$ cat config.mk
export PLATFORM = sky130hd
export DESIGN_NAME = bus_arbiter
export DESIGN_NICKNAME = d
export VERILOG_FILES = /design/src/rtl/bus_pkg.sv /design/src/rtl/bus_arbiter_rr_picker.sv /design/src/rtl/bus_arbiter.sv
export SDC_FILE = /design/constraint.sdc
export NUM_CORES = 1
export LEC_CHECK = 0
export ABC_AREA = 1
export BUFFER_PORTS_ARGS = -buffer_cell sky130_fd_sc_hd__clkbuf_2
export CAP_MARGIN = 20
export CELL_PAD_IN_SITES_DETAIL_PLACEMENT = 0
export CELL_PAD_IN_SITES_GLOBAL_PLACEMENT = 1
export CORE_MARGIN = 5
export CORE_UTILIZATION = 34
export DETAILED_ROUTE_END_ITERATION = 8
export PLACE_DENSITY = 0.95
export SYNTH_ARGS = -nofsm -noshare
export SYNTH_HDL_FRONTEND = slang
export SYNTH_SLANG_ARGS = --single-unit
$ cat constraint.sdc
create_clock -name clk -period 6.55 [get_ports clk]
set_clock_uncertainty 0.2 [all_clocks]
set_input_delay 0.655 -clock clk [delete_from_list [all_inputs] [get_ports clk]]
set_output_delay 0.655 -clock clk [all_outputs]
set_load 0.02 [all_outputs]
$ cat src/rtl/bus_pkg.sv
// Shared definitions for the bus arbiter: FSM state encoding, datapath
// widths and the grant-id width helper.
package bus_pkg;

    localparam int OP_W  = 16;
    localparam int RES_W = 32;

    typedef enum logic [1:0] {
        ST_IDLE  = 2'd0,
        ST_ISSUE = 2'd1,
        ST_WAIT  = 2'd2,
        ST_RESP  = 2'd3
    } state_t;

    // Bits needed to index n requesters; never less than one bit.
    function automatic int clog2(input int n);
        int w;
        w = 1;
        while ((32'sd1 << w) < n) begin
            w = w + 1;
        end
        return w;
    endfunction

endpackage

$ cat src/rtl/bus_arbiter_rr_picker.sv
// Combinational round-robin priority encoder: finds the first asserted
// request strictly after rr_ptr, wrapping modulo NREQ, so the last winner
// has the lowest priority on the next pick.
module rr_picker
    import bus_pkg::*;
#(
    parameter int NREQ = 4,
    parameter int GW   = clog2(NREQ)
) (
    input  logic [NREQ-1:0] req,
    input  logic [GW-1:0]   rr_ptr,
    output logic [GW-1:0]   gnt_id,
    output logic            any
);

    logic [GW-1:0] idx_s;

    // Scan NREQ positions starting just after rr_ptr; first hit wins.
    always_comb begin
        gnt_id = '0;
        any    = 1'b0;
        idx_s  = '0;
        for (int k = 1; k <= NREQ; k++) begin
            idx_s = GW'((int'(rr_ptr) + k) % NREQ);
            if (!any && req[idx_s]) begin
                any    = 1'b1;
                gnt_id = idx_s;
            end else begin
                any    = any;
            end
        end
    end

endmodule

$ cat src/rtl/bus_arbiter.sv
// Round-robin arbiter sharing one valid/ready compute unit among NREQ
// requesters. One transaction in flight: grant, issue, wait (with timeout),
// respond, then re-arbitrate.
module bus_arbiter
    import bus_pkg::*;
#(
    parameter int NREQ    = 4,
    parameter int TIMEOUT = 64,
    parameter int CNT_W   = 7
) (
    input  logic                 clk,
    input  logic                 rst_n,
    input  logic [NREQ-1:0]      req_valid,
    input  logic [NREQ*16-1:0]   req_a,
    input  logic [NREQ*16-1:0]   req_b,
    output logic [NREQ-1:0]      req_accept,
    output logic [NREQ-1:0]      rsp_valid,
    output logic [31:0]          rsp_result,
    output logic                 rsp_timeout,
    output logic [15:0]          unit_a,
    output logic [15:0]          unit_b,
    output logic                 unit_valid,
    input  logic                 unit_ready,
    input  logic [31:0]          unit_result,
    output logic                 busy
);

    localparam int GW = clog2(NREQ);

    state_t            state_r;
    state_t            state_s;
    logic [GW-1:0]     rr_ptr_r;
    logic [GW-1:0]     grant_r;
    logic [CNT_W-1:0]  cnt_r;
    logic [OP_W-1:0]   a_r;
    logic [OP_W-1:0]   b_r;
    logic [RES_W-1:0]  result_r;
    logic              timeout_r;
    logic [GW-1:0]     pick_id_s;
    logic              pick_any_s;
    logic              expire_s;
    logic [NREQ-1:0]   grant_oh_s;

    rr_picker #(.NREQ(NREQ), .GW(GW)) u_picker (
        .req    (req_valid),
        .rr_ptr (rr_ptr_r),
        .gnt_id (pick_id_s),
        .any    (pick_any_s)
    );

    assign expire_s   = (cnt_r == CNT_W'(TIMEOUT - 1));
    assign grant_oh_s = {{(NREQ-1){1'b0}}, 1'b1} << grant_r;

    // FSM state register.
    always_ff @(posedge clk or negedge rst_n) begin
        if (!rst_n) begin
            state_r <= ST_IDLE;
        end else begin
            state_r <= state_s;
        end
    end

    // Next-state logic; a ready pulse beats a simultaneous timeout expiry.
    always_comb begin
        state_s = state_r;
        case (state_r)
            ST_IDLE: begin
                if (pick_any_s) state_s = ST_ISSUE;
                else            state_s = ST_IDLE;
            end
            ST_ISSUE: begin
                if (unit_ready) state_s = ST_RESP;
                else            state_s = ST_WAIT;
            end
            ST_WAIT: begin
                if (unit_ready)    state_s = ST_RESP;
                else if (expire_s) state_s = ST_RESP;
                else               state_s = ST_WAIT;
            end
            ST_RESP: state_s = ST_IDLE;
            default: state_s = ST_IDLE;
        endcase
    end

    // Datapath: grant/operand latch, wait counter and result capture.
    always_ff @(posedge clk or negedge rst_n) begin
        if (!rst_n) begin
            rr_ptr_r  <= GW'(NREQ - 1);
            grant_r   <= '0;
            cnt_r     <= '0;
            a_r       <= '0;
            b_r       <= '0;
            result_r  <= '0;
            timeout_r <= 1'b0;
        end else begin
            case (state_r)
                ST_IDLE: begin
                    if (pick_any_s) begin
                        grant_r  <= pick_id_s;
                        rr_ptr_r <= pick_id_s;
                        a_r      <= req_a[int'(pick_id_s)*OP_W +: OP_W];
                        b_r      <= req_b[int'(pick_id_s)*OP_W +: OP_W];
                    end else begin
                        grant_r  <= grant_r;
                    end
                end
                ST_ISSUE: begin
                    cnt_r <= '0;
                    if (unit_ready) begin
                        result_r  <= unit_result;
                        timeout_r <= 1'b0;
                    end else begin
                        timeout_r <= timeout_r;
                    end
                end
                ST_WAIT: begin
                    cnt_r <= cnt_r + CNT_W'(1);
                    if (unit_ready) begin
                        result_r  <= unit_result;
                        timeout_r <= 1'b0;
                    end else if (expire_s) begin
                        result_r  <= '0;
                        timeout_r <= 1'b1;
                    end else begin
                        timeout_r <= timeout_r;
                    end
                end
                default: begin
                    cnt_r <= cnt_r;
                end
            endcase
        end
    end

    // Output decode from state; pulses are one cycle because the states are.
    always_comb begin
        req_accept  = '0;
        rsp_valid   = '0;
        unit_valid  = 1'b0;
        rsp_timeout = 1'b0;
        busy        = (state_r != ST_IDLE);
        case (state_r)
            ST_ISSUE: begin
                req_accept = grant_oh_s;
                unit_valid = 1'b1;
            end
            ST_RESP: begin
                rsp_valid   = grant_oh_s;
                rsp_timeout = timeout_r;
            end
            default: begin
                req_accept = '0;
            end
        endcase
    end

    assign unit_a     = a_r;
    assign unit_b     = b_r;
    assign rsp_result = result_r;

endmodule

==> reports/qor.csv <==
stage,metric,value,unit
status,outcome,"finished, final reports clean",
final_layout,area_growth,30.6,%
cts,clkLatencyLatePin,340,ps
grt,grt_pass1_wl,24400,um
grt,grt_pass1_vias,4821,
pwr,ir_drop,0.000356,V
final_layout,drive_gt1_frac,0.361,
logic_synthesis,synth-edff-count,0,
cts,clk_path_buf_depth,2,
routing,drc,0,
final_layout,fin_util,0.456,
logic_synthesis,ys_types,33,
worst_setup_path,path_class,reg2reg,
die,num_rows,42,
worst_setup_path,endpoint_kind,flop,
routing,vias,4981,
timing,rsz0062_at_grt,false,
cts,cts.sinks,78,
cts,cts_resized,0,
timing,tns,0,ps
die,die_area,16200,um2
pwr,power_density,676,nW/um2
cts,hold_buffers,0,
pwr,total_power,4.12,mW
logic_synthesis,ys.flop_type,dfrtp_1,
logic_synthesis,syn-num-nets,753,
grt,grt_antenna_before_repair,0,
cts,path_clk_slew,70,ps
cts,htree_levels,3,
worst_setup_path,cp.required,6540,ps
cts,post_cts_buffers,0,
die,core_region_area,13300,um2
flow_run,max_cap_viol_count,0,
cts,cts_buffers,9,
placed_design,globalplace.congestion,0.838,
die,fp.dieH,127,um
logic_synthesis,synth_top_area_share,0.408,
routing,drt-total-wl,15600,um
logic_synthesis,syn_area_per_cell,8.03,um2
die,start_util,0.349,
worst_setup_path,r2r-end,grant_r[0],
timing,final_max_slew_viol_count,0,
timing,slew_headroom,0.360,
worst_setup_path,r2r-start,rr_ptr_r[0],
logic_synthesis,yosysSeqAreaShare,0.419,
min_path,hold_path.class,in2async,
worst_setup_path,critPathLaunch,rr_ptr_r[0],
logic_synthesis,synth_common_cells,"nand2_1 (163), nand3_1 (105), dfrtp_1 (76)",
grt,grt_util_met2,0.309,
logic_synthesis,synth.most_common_cell,nand2_1,
grt,grt_busiest_layer,met2,
timing,hold_violations,0,
die,pin_count,242,
timing,fmax,0.280,GHz
grt,grt_usage,0.186,
worst_setup_path,r2r.worst_path.cells,11,
cts,clock-root-buffer,clkbuf_16,
routing,routed_via_density,5.14,
routing,drt.antenna.violating_nets,0,
logic_synthesis,yosysWarnings,0,
worst_setup_path,critPathCapture,grant_r[0],
placed_design,place_area,5770,um2
logic_synthesis,syn_inst,581,
placed_design,io_buffer_count,241,
worst_setup_path,start_kind,flop,
logic_synthesis,synthTopCellsByArea,"dfrtp_1 (41%), nand2_1 (13%), nand3_1 (11%), nand4_1 (8.6%), a22o_1 (6.0%)",
routing,first_pass_iters,5,
routing,routedWlPerCell,16.1,um
cts,cts_tree,done,
placed_design,hpwl,11300,um
pwr,p_leak,3.32,nW
grt,grt_overflow_total,0,
logic_synthesis,synth_seq_cells,78,
grt,met3_usage,0.0447,
logic_synthesis,netlist_area,4660,um2
worst_setup_path,r2r_setup_slack,2970,ps
timing,min_period_over_period,0.546,
worst_setup_path,worstPathArrival,3560,ps
timing,finalCriticalPeriod,3580,ps
worst_setup_path,path_max_fanout,66,
final_layout,diodes,0,
routing,drt_iter0_drc,299,
grt,grt_util_met1,0.243,
logic_synthesis,synthArstFlopShare,1.00,
timing,setup_viol,0,
die,die_x,127,um
timing,tightest_slew,959,ps
final_layout,fin_area,6090,um2
logic_synthesis,synth_top_area_cell,dfrtp_1,
grt,grt_start_max_net_pins,79,
final_layout,fin_nets,961,
[state kept, by name, indices dropped and copies added (netlist names)]
name        flops
unit_b         16
grant_r         2
rr_ptr_r        2
timeout_r       1
cnt_r           7
rsp_result     32
state_r         2
unit_a         16
[through the flow]
| step | setup slack [ps] | hold WS [ps] | instances |
|---|---|---|---|
| finish | 2970 | 14.6 | 970 |
| global placement | 3050 | 261 | 953 |
| detailed placement | 2950 | 265 | 953 |
| floorplan | 4320 | 159 | 581 |
| global route | 2730 | 17.6 | 970 |
| CTS | 2970 | 279 | 969 |
[where the power goes]
group	internal (mW)	switching [mW]
sequential	0.734	0.150
clock	0.270	0.226
combinational	0.868	1.87
[worst min path at each step]
| stage | depth (start not counted) | slack, ps | end |
|---|---|---|---|
| 2_1_floorplan | 0 | 160 | cnt_r[0] |
| 3_3_place_gp | 1 | 260 | cnt_r[6] |
| 3_5_place_dp | 2 | 260 | unit_a[13] |
| 4_1_cts | 1 | 280 | cnt_r[6] |
| 5_1_grt | 1 | 20 | unit_b[2] |
| 6_report | 1 | 10 | unit_b[13] |
[routing by layer]
metal  routed length [um]  vias to the layer above
met1                 6700                     2297
met4                  236                        0
met5                    0                        -
li1                     -                     2444
met3                 1190                       18
met2                 7500                      222
[cells by family after synthesis]
| kind of cell | after synthesis | synth area share |
|---|---|---|
| and+or+nand+nor | 376 | 0.394 |
| DFF | 78 | 0.419 |
| buffers and inverters | 76 | 0.0971 |
| AOI/OAI and AO/OA | 46 | 0.0770 |
| adders and majority gates | 5 | 0.0134 |
[layout by cell type (no fill, tap or decap), drive strengths merged]
| master | instances |
|---|---|
| nor3b | 1 |
| o22ai | 1 |
| dfstp | 2 |
| a22o | 32 |
| ha | 5 |
| nand2 | 177 |
| nand3 | 108 |
| or2 | 1 |
| nor3 | 13 |
| dfrtp | 76 |
| nor2 | 10 |
| o211ai | 1 |
| buf | 4 |
| and2 | 1 |
| a21oi | 4 |
| a31oi | 1 |
| nand4 | 64 |
| o21ai | 7 |
| inv | 36 |
| nor4 | 1 |
| clkbuf | 249 |
[worst max-delay path, stage by stage (launching register included)]
cell and delay [ps]:
dfstp_2 680, inv_6 80, nand2_2 80, nand2_2 70
nand2_1 70, nand2_2 80, nor2_8 140, nand3_4 590
nand2_4 650, inv_2 400, nand3_1 180, o21ai_0 120
[area by class of cell]
cell class	instances	area, um2
Fill cell	1387	7260
Multi-Input combinational cell	427	2260
Sequential cell	78	1950
Timing Repair Buffer	244	1250
Clock buffer	9	225
Tap cell	176	220
Inverter	29	114
Clock inverter	7	68.8
(Power assumes the default switching activity.)
